File: config.mk
export PLATFORM = sky130hd
export DESIGN_NAME = instr_queue
export DESIGN_NICKNAME = d
export VERILOG_FILES = /design/src/rtl/instr_queue.sv
export SDC_FILE = /design/constraint.sdc
export NUM_CORES = 2
export LEC_CHECK = 0
export CAP_MARGIN = 0
export CORE_MARGIN = 2
export CORE_UTILIZATION = 56
export CTS_BUF_LIST = sky130_fd_sc_hd__clkbuf_2
export DETAILED_ROUTE_END_ITERATION = 10
export PLACE_DENSITY = 0.72
export SLEW_MARGIN = 20
export SYNTH_ARGS = -nofsm -noshare
export SYNTH_HDL_FRONTEND = slang
export SYNTH_SLANG_ARGS = --single-unit
File: constraint.sdc
create_clock -name clk -period 5.9 [get_ports clk]
set_input_delay 1.18 -clock clk [delete_from_list [all_inputs] [get_ports clk]]
set_output_delay 1.18 -clock clk [all_outputs]
set_load 0.02 [all_outputs]
File: src/rtl/instr_queue.sv
// instr_queue
// Circular instruction buffer: {opcode, operand_a, operand_b} entries with
// internally managed head/tail pointers. Both sides use valid/ready handshakes.
// The head is first-word-fall-through, and an indexed peek port reads relative
// to the head.
//
// Ports
//   clk, reset_n         clock, async active-low reset
//   wr_valid/wr_ready    producer handshake; wr_opcode/operand_a/operand_b data
//   rd_valid/rd_ready    consumer handshake; rd_opcode/operand_a/operand_b head
//   peek_index           offset from head; peek_valid/peek_* entry at head+index
//   flush                synchronous clear of contents and sticky flags
//   count, full, empty   occupancy status (registered / derived from registers)
//   overflow, underflow  sticky error flags (push when full / pop when empty)
module instr_queue #(
  parameter int DEPTH = 32,
  parameter int OPW   = 32,
  parameter int OPCW  = 4
) (
  input  logic                     clk,
  input  logic                     reset_n,
  input  logic                     wr_valid,
  output logic                     wr_ready,
  input  logic [OPCW-1:0]          wr_opcode,
  input  logic [OPW-1:0]           wr_operand_a,
  input  logic [OPW-1:0]           wr_operand_b,
  output logic                     rd_valid,
  input  logic                     rd_ready,
  output logic [OPCW-1:0]          rd_opcode,
  output logic [OPW-1:0]           rd_operand_a,
  output logic [OPW-1:0]           rd_operand_b,
  input  logic [$clog2(DEPTH)-1:0] peek_index,
  output logic                     peek_valid,
  output logic [OPCW-1:0]          peek_opcode,
  output logic [OPW-1:0]           peek_operand_a,
  output logic [OPW-1:0]           peek_operand_b,
  input  logic                     flush,
  output logic [$clog2(DEPTH):0]   count,
  output logic                     full,
  output logic                     empty,
  output logic                     overflow,
  output logic                     underflow
);

  localparam int AW = $clog2(DEPTH);
  localparam logic [AW:0] FULL_CNT = (AW+1)'(DEPTH);

  typedef struct packed {
    logic [OPCW-1:0] opc;
    logic [OPW-1:0]  a;
    logic [OPW-1:0]  b;
  } instr_t;

  instr_t        mem [DEPTH];
  logic [AW-1:0] rd_ptr, wr_ptr, peek_ptr;
  logic [AW:0]   count_q;
  logic          ovf_q, udf_q;
  logic          push, pop;
  instr_t        head, peek;

  // Status is derived purely from registered occupancy.
  assign full     = (count_q == FULL_CNT);
  assign empty    = (count_q == '0);
  assign count    = count_q;
  assign overflow = ovf_q;
  assign underflow = udf_q;

  // Ready depends on state only: a same-cycle pop never frees room for a push.
  assign wr_ready = !full;
  assign rd_valid = !empty;
  assign push     = wr_valid && !full;
  assign pop      = rd_ready && !empty;

  // Head and peek reads; empty / out-of-range slots read as ZERO/0.
  assign peek_ptr   = rd_ptr + peek_index;
  assign peek_valid = ({1'b0, peek_index} < count_q);
  assign head       = empty      ? '0 : mem[rd_ptr];
  assign peek       = peek_valid ? mem[peek_ptr] : '0;

  assign rd_opcode      = head.opc;
  assign rd_operand_a   = head.a;
  assign rd_operand_b   = head.b;
  assign peek_opcode    = peek.opc;
  assign peek_operand_a = peek.a;
  assign peek_operand_b = peek.b;

  // Entry storage; reset clears every slot, flush leaves contents alone.
  always_ff @(posedge clk or negedge reset_n) begin
    if (!reset_n) begin
      for (int i = 0; i < DEPTH; i++) mem[i] <= '0;
    end else if (push && !flush) begin
      mem[wr_ptr] <= '{opc: wr_opcode, a: wr_operand_a, b: wr_operand_b};
    end
  end

  // Pointers, occupancy and sticky flags. Flush wins over push/pop.
  always_ff @(posedge clk or negedge reset_n) begin
    if (!reset_n) begin
      rd_ptr  <= '0;
      wr_ptr  <= '0;
      count_q <= '0;
      ovf_q   <= 1'b0;
      udf_q   <= 1'b0;
    end else if (flush) begin
      rd_ptr  <= '0;
      wr_ptr  <= '0;
      count_q <= '0;
      ovf_q   <= 1'b0;
      udf_q   <= 1'b0;
    end else begin
      if (push) wr_ptr <= wr_ptr + 1'b1;
      if (pop)  rd_ptr <= rd_ptr + 1'b1;
      case ({push, pop})
        2'b10:   count_q <= count_q + 1'b1;
        2'b01:   count_q <= count_q - 1'b1;
        default: count_q <= count_q;
      endcase
      if (wr_valid && full)  ovf_q <= 1'b1;
      if (rd_ready && empty) udf_q <= 1'b1;
    end
  end

endmodule

### Yosys cells after proc, flatten, opt, wreduce, memory -nomap -nowiden

Index checks and enable logic that the tools add are counted.

* flip-flop bits (word level): 2194
* output and inout bits: 149
* word-level logic and storage cells: 153

* equal/unequal tests: 3
* magnitude comparators: 5
* reductions and logical operators: 15
* multiplexer cells: 21
* add/sub/neg operators: 5
* bitwise gates (word level): 3

Operators by type and width (count)
* bitwise mux 2176 bit: 1
* binary-select mux 68 bit (select 5 bit): 2
* 2-to-1 mux 68 bit: 7
* demux 68 bit (select 5 bit): 1
* 2-to-1 mux 5 bit: 4
* >= comparator 6 bit (second input constant): 3
* NOT 5 -> 6 bit: 3
* case mux 6 bit (2 select lines): 1
* adder 5 x 1 -> 5 bit (second input constant): 2
* nonzero test 2 bit: 4
* adder 6 x 1 -> 6 bit (second input constant): 1
* equality test 6 bit (second input constant): 1
* logical AND 1 bit: 6
* logical NOT 6 bit: 1
* less-than comparator 5 x 6 -> 1 bit: 1
* less-than comparator 6 x 1 -> 1 bit (second input constant): 1
* 2-to-1 mux 6 bit: 1
* subtractor 6 x 1 -> 6 bit (second input constant): 1
* adder 5 bit: 1
* 2-to-1 mux 1 bit: 4
* logical NOT 1 bit: 3
* nonzero test 3 bit: 1
* equality test 2 x 1 -> 1 bit (second input constant): 1
* equality test 2 bit (second input constant): 1

### Longest topological paths before layout

* depth in word-level cells: 6
* mapped depth: 12
* gate-level depth less buffers: 10

### Worst setup path after synthesis

Ideal clock, no wire load.

* path kind: input to output
* start point: input peek_index[0]
* end point: output peek_operand_b[19]
* cell stages on the path: 10
* path slack: 0.994 ns
* arrival: 3.726 ns
* data required time: 4.720 ns
* path buffers: 4
* path through: ha_1 -> fa_1 -> clkbuf_1 -> clkbuf_1 -> clkbuf_1 -> buf_1 -> mux4_2 -> nand2_1 -> nand3_1 -> a32o_1

* word-level cells in the longest chain between the ends: 6

RTL lines
* from (decl): RTL line 32 `input logic [$clog2(DEPTH)-1:0] peek_index,`
* adder 5 bit: RTL line 75 `assign peek_ptr = rd_ptr + peek_index;`
* NOT 5 -> 6 bit (not written as such): RTL line 78 `assign peek = peek_valid ? mem[peek_ptr] : '0;`
* binary-select mux 68 bit (select 5 bit): RTL line 78
* 2-to-1 mux 68 bit (not written as such) (2 in series): RTL line 78
* 2-to-1 mux 68 bit (*): RTL line 78
* to (decl): RTL line 36 `output logic [OPW-1:0] peek_operand_b,`

Every way passes the cells marked *; elsewhere a longest branch is shown, timed or not. The select of a mux whose other input is x is not followed.

### Worst setup path in the final report

* start point: register rd_ptr[0]
* end point: output peek_operand_b[26]

* word-level cells in the longest chain between the ends: 6

RTL lines
* from (decl): RTL line 55 `logic [AW-1:0] rd_ptr, wr_ptr, peek_ptr;`
* from (signal assigned): RTL line 112 `if (pop) rd_ptr <= rd_ptr + 1'b1;`
* adder 5 bit: RTL line 75
* NOT 5 -> 6 bit (not written as such): RTL line 78
* binary-select mux 68 bit (select 5 bit): RTL line 78
* 2-to-1 mux 68 bit (not written as such) (2 in series): RTL line 78
* 2-to-1 mux 68 bit: RTL line 78

No other way between the ends. The select of a mux whose other input is x is not followed.

==> metrics.md <==
| Metric | Value |
|---|---|
| H-Tree Depth | `6` |
| Endpoints failing setup | `124` |
| Worst Path Required | `4.72 ns` |
| Synthesized cell area | `117000 um2` |
| Layout cells sized above 1 | `0.548` |
| Synth Flop Type | `dfrtp_1` |
| DR vias | `76300` |
| Slew Limit Fails | `0` |
| GRT Total Usage | `0.347` |
| Detailed Place HPWL | `192000 um` |
| Worst Setup Start Kind | `flip-flop` |
| Final instance area | `134000 um2` |
| Worst Hold Class | `in -> reg` |
| Minimum clock period | `6.28 ns` |
| Mean area per synthesized cell | `15.7 um2` |
| FF-to-FF Start | `count[0]` |
| P per Cell Area | `363 nW/um2` |
| Ports | `227` |
| CTS Root Cell | `clkbuf_2` |
| Slew HR | `0.192` |
| Number of global-route vias before repair | `80500` |
| Arr. time, crit path | `5.10 ns` |
| R2R cell count | `7` |
| Register share of total power | `0.344` |
| Fillers | `15000` |
| Failing checks | `negative setup slack` |
| Finished Core Util | `0.648` |
| Worst vdd ir | `276 uV` |
| DR WL/cell | `32.8 um` |
| Drt drc | `0` |
| Outcome | `finished, violations left` |
| Crit share post-route | `1.06` |
| Critical Path Sink | `peek_operand_b[26]` |
| Cts bufs inserted | `599` |
| R2R setup slack | `2.32 ns` |
| FF-to-FF End | `mem[249]` |
| Area delta synth->final | `15.0%` |
| Share of the synthesized area in the top cell type | `0.470` |
| Netlist cell types | `48` |
| Later-pin clock latency in the skew report | `1.85 ns` |
| Internal power | `30.6 mW` |
| Flops & latches, synth | `2194` |
| Gpl congestion | `0.799` |
| Die W | `461 um` |
| Detail Route Antenna Nets | `0` |
| Sink Count | `2194` |
| Top post-synthesis cells by area | `dfrtp_1 (47%), mux4_2 (24%), mux2_2 (15%)` |
| Total of warnings raised by yosys | `0` |
| Crit-path max FO | `6` |
| Worst Max-Slew Pin Slew | `1.21 ns` |
| Post-Syn Instances | `7455` |
| Initial Util | `0.564` |
| CTS tree | `done` |
| Chip height | `461 um` |
| Avg Vias per Cell | `6.78` |
| Crit path launch | `rd_ptr[0]` |
| Sequential area share after synthesis | `0.470` |
| Site Rows | `167` |
| Power, Total | `48.8 mW` |
| Largest net degree at the start of global routing | `179` |
| Fmax | `159 MHz` |
| Combinational Power Share | `0.435` |
| Clk slew on worst S/H paths | `0.09 ns` |
| Grt ovf | `0` |
| Worst-case clock skew | `0.106 ns` |
| Drt first pass iters | `7` |
| Core Box Area | `207000 um2` |
| Final worst slack | `-0.381 ns` |
| Critical path type | `reg -> out` |
| Clock power frac | `0.221` |
| Switch share | `0.372` |
| Unrepaired setup endpoints after global routing | `true` |
| Clk buf depth | `4` |
| Net Switching | `18.2 mW` |
| Dominant cell type by area after synthesis | `dfrtp_1` |
| First-pass GRT wire length | `538000 um` |
| Max cap viols | `0` |
| Pleak | `62.3 nW` |
| WL final | `369000 um` |
| Final hold vios | `0` |
| CP endpoint kind | `output port` |
| Fraction of registers with async set/reset | `1.00` |
| EDFF count, synth | `0` |
| Port bufs | `226` |
| Post-Place Cell Area | `124000 um2` |
| Final net count | `8138` |
| Initial antenna violation count | `18` |
| Hold Path Stages | `3` |
| Net count after synthesis | `7550` |
| DR iter-0 viols | `7238` |
| Die area | `212000 um2` |
-- state kept, by name, indices dropped and copies added, names as in the netlist --
signal,count
mem,2176
rd_ptr,5
overflow,1
underflow,1
wr_ptr,5
count,6
-- per-layer routing --
layer | track usage | vias up | routed length, um
li1 | - | 30200 | -
met1 | 0.451 | 41000 | 138000
met2 | 0.550 | 3905 | 176000
met3 | 0.0799 | 1136 | 32600
met4 | 0.179 | 16 | 21800
met5 | 0 | - | 97
-- final cells by class --
class | count | area, um2 | area share
multi-input cells | 4310 | 59100 | 0.440
flip-flops and latches | 2194 | 54900 | 0.409
repair buffers | 792 | 11200 | 0.0836
clock buffers | 875 | 4380 | 0.0326
well taps | 2788 | 3490 | 0.0260
clock inverters | 137 | 712 | 0.00530
inverters | 146 | 551 | 0.00410
diodes | 11 | 27.5 | 0.000205
-- critical path, stage by stage, from the launching register on --
cell and delay [ns]:
dfrtp_4 0.51, ha_4 0.17, fa_4 0.87, buf_12 0.14, clkbuf_16 0.17, buf_12 0.12
clkbuf_16 0.14, buf_6 0.09, mux4_2 0.29, mux2i_2 0.19, mux2i_1 0.15, a32o_2 0.28
buf_6 0.13
-- what timing repair did --
| action | CTS | global route |
|---|---|---|
| setup endpoints to repair | 136 | 124 |
| gates cloned | 45 | 42 |
| pin swaps | 18 | 59 |
| buffers inserted | 105 | 79 |
| hold buffers | 5 | 11 |
| resized for setup | 700 | 466 |
| hold endpoints to repair | 1380 | 351 |
-- worst min-delay path by stage --
stage / from / slack (ns) / to
after detailed placement: mem[1485] / 0.49 / mem[1485]
after floorplan: mem[1202] / 0.47 / mem[1202]
after global placement: mem[1752] / 0.48 / mem[1752]
final: flush / 0.29 / wr_ptr[4]
after CTS: flush / 0.04 / rd_ptr[1]
after global routing: flush / 0.17 / rd_ptr[0]
-- per-stage QoR --
stage | setup slack [ns] | hold slack [ns] | std cells | TNS (ns)
detailed placement | -0.0369 | 0.489 | 9962 | -0.0796
finish | -0.381 | 0.291 | 11300 | -24.35
floorplan | 0.994 | 0.470 | 7455 | 0
global route | -0.607 | 0.167 | 11200 | -53.43
CTS | -0.627 | 0.0409 | 11100 | -44.23
global placement | -0.0210 | 0.479 | 9962 | -0.0435
-- synthesized netlist by cell type, types with 9 or more instances --
| cell | instances |
|---|---|
| mux2_2 | 1536 |
| clkbuf_1 | 434 |
| mux2_1 | 642 |
| nand3_1 | 140 |
| nor2_2 | 32 |
| mux2i_1 | 206 |
| a21oi_1 | 13 |
| buf_2 | 71 |
| buf_1 | 237 |
| nand2_1 | 278 |
| xnor2_1 | 9 |
| buf_4 | 62 |
| ha_1 | 16 |
| mux4_2 | 1224 |
| nor2_1 | 23 |
| inv_1 | 146 |
| o22ai_1 | 68 |
| dfrtp_1 | 2194 |
| a32o_1 | 68 |
-- power by group through the flow --
| stage | clock [mW] | combinational [mW] | sequential (mW) |
|---|---|---|---|
| 2_1_floorplan | 0 | 9.86 | 16.8 |
| 3_3_place_gp | 0 | 16.3 | 17.0 |
| 3_5_place_dp | 0 | 16.4 | 17.1 |
| 4_1_cts | 11.0 | 19.1 | 16.8 |
| 5_1_grt | 11.8 | 21.9 | 16.9 |
| 6_report | 10.8 | 21.2 | 16.8 |
-- logic make-up (layout without fill, tap and decap cells) --
kind of cell | after synthesis | count (layout) | synth area share
muxes | 3608 | 3608 | 0.463
DFF | 2194 | 2194 | 0.470
buffers and inverters | 951 | 1950 | 0.0333
and+or+nand+nor | 500 | 500 | 0.0193
AOI/OAI and AO/OA | 169 | 169 | 0.0114
adders and majority gates | 17 | 17 | 0.00188
xor gates and xnor gates | 16 | 16 | 0.00120
other | 0 | 11 | 0
-- placed cells by master, fill, tap and decap left out, types with 38 or more instances in the layout --
cell type        count
dfrtp_1           2186
mux2_2            1536
mux4_2            1224
clkbuf_2           884
mux2_1             642
nand2_1            261
buf_4              200
mux2i_1            189
buf_12             184
buf_6              135
nand3_1            129
clkinv_1            99
inv_1               88
clkdlybuf4s50_1     78
buf_16              70
inv_2               69
a32o_2              55
clkbuf_16           38
No activity file was read; power rests on OpenSTA's default activity.
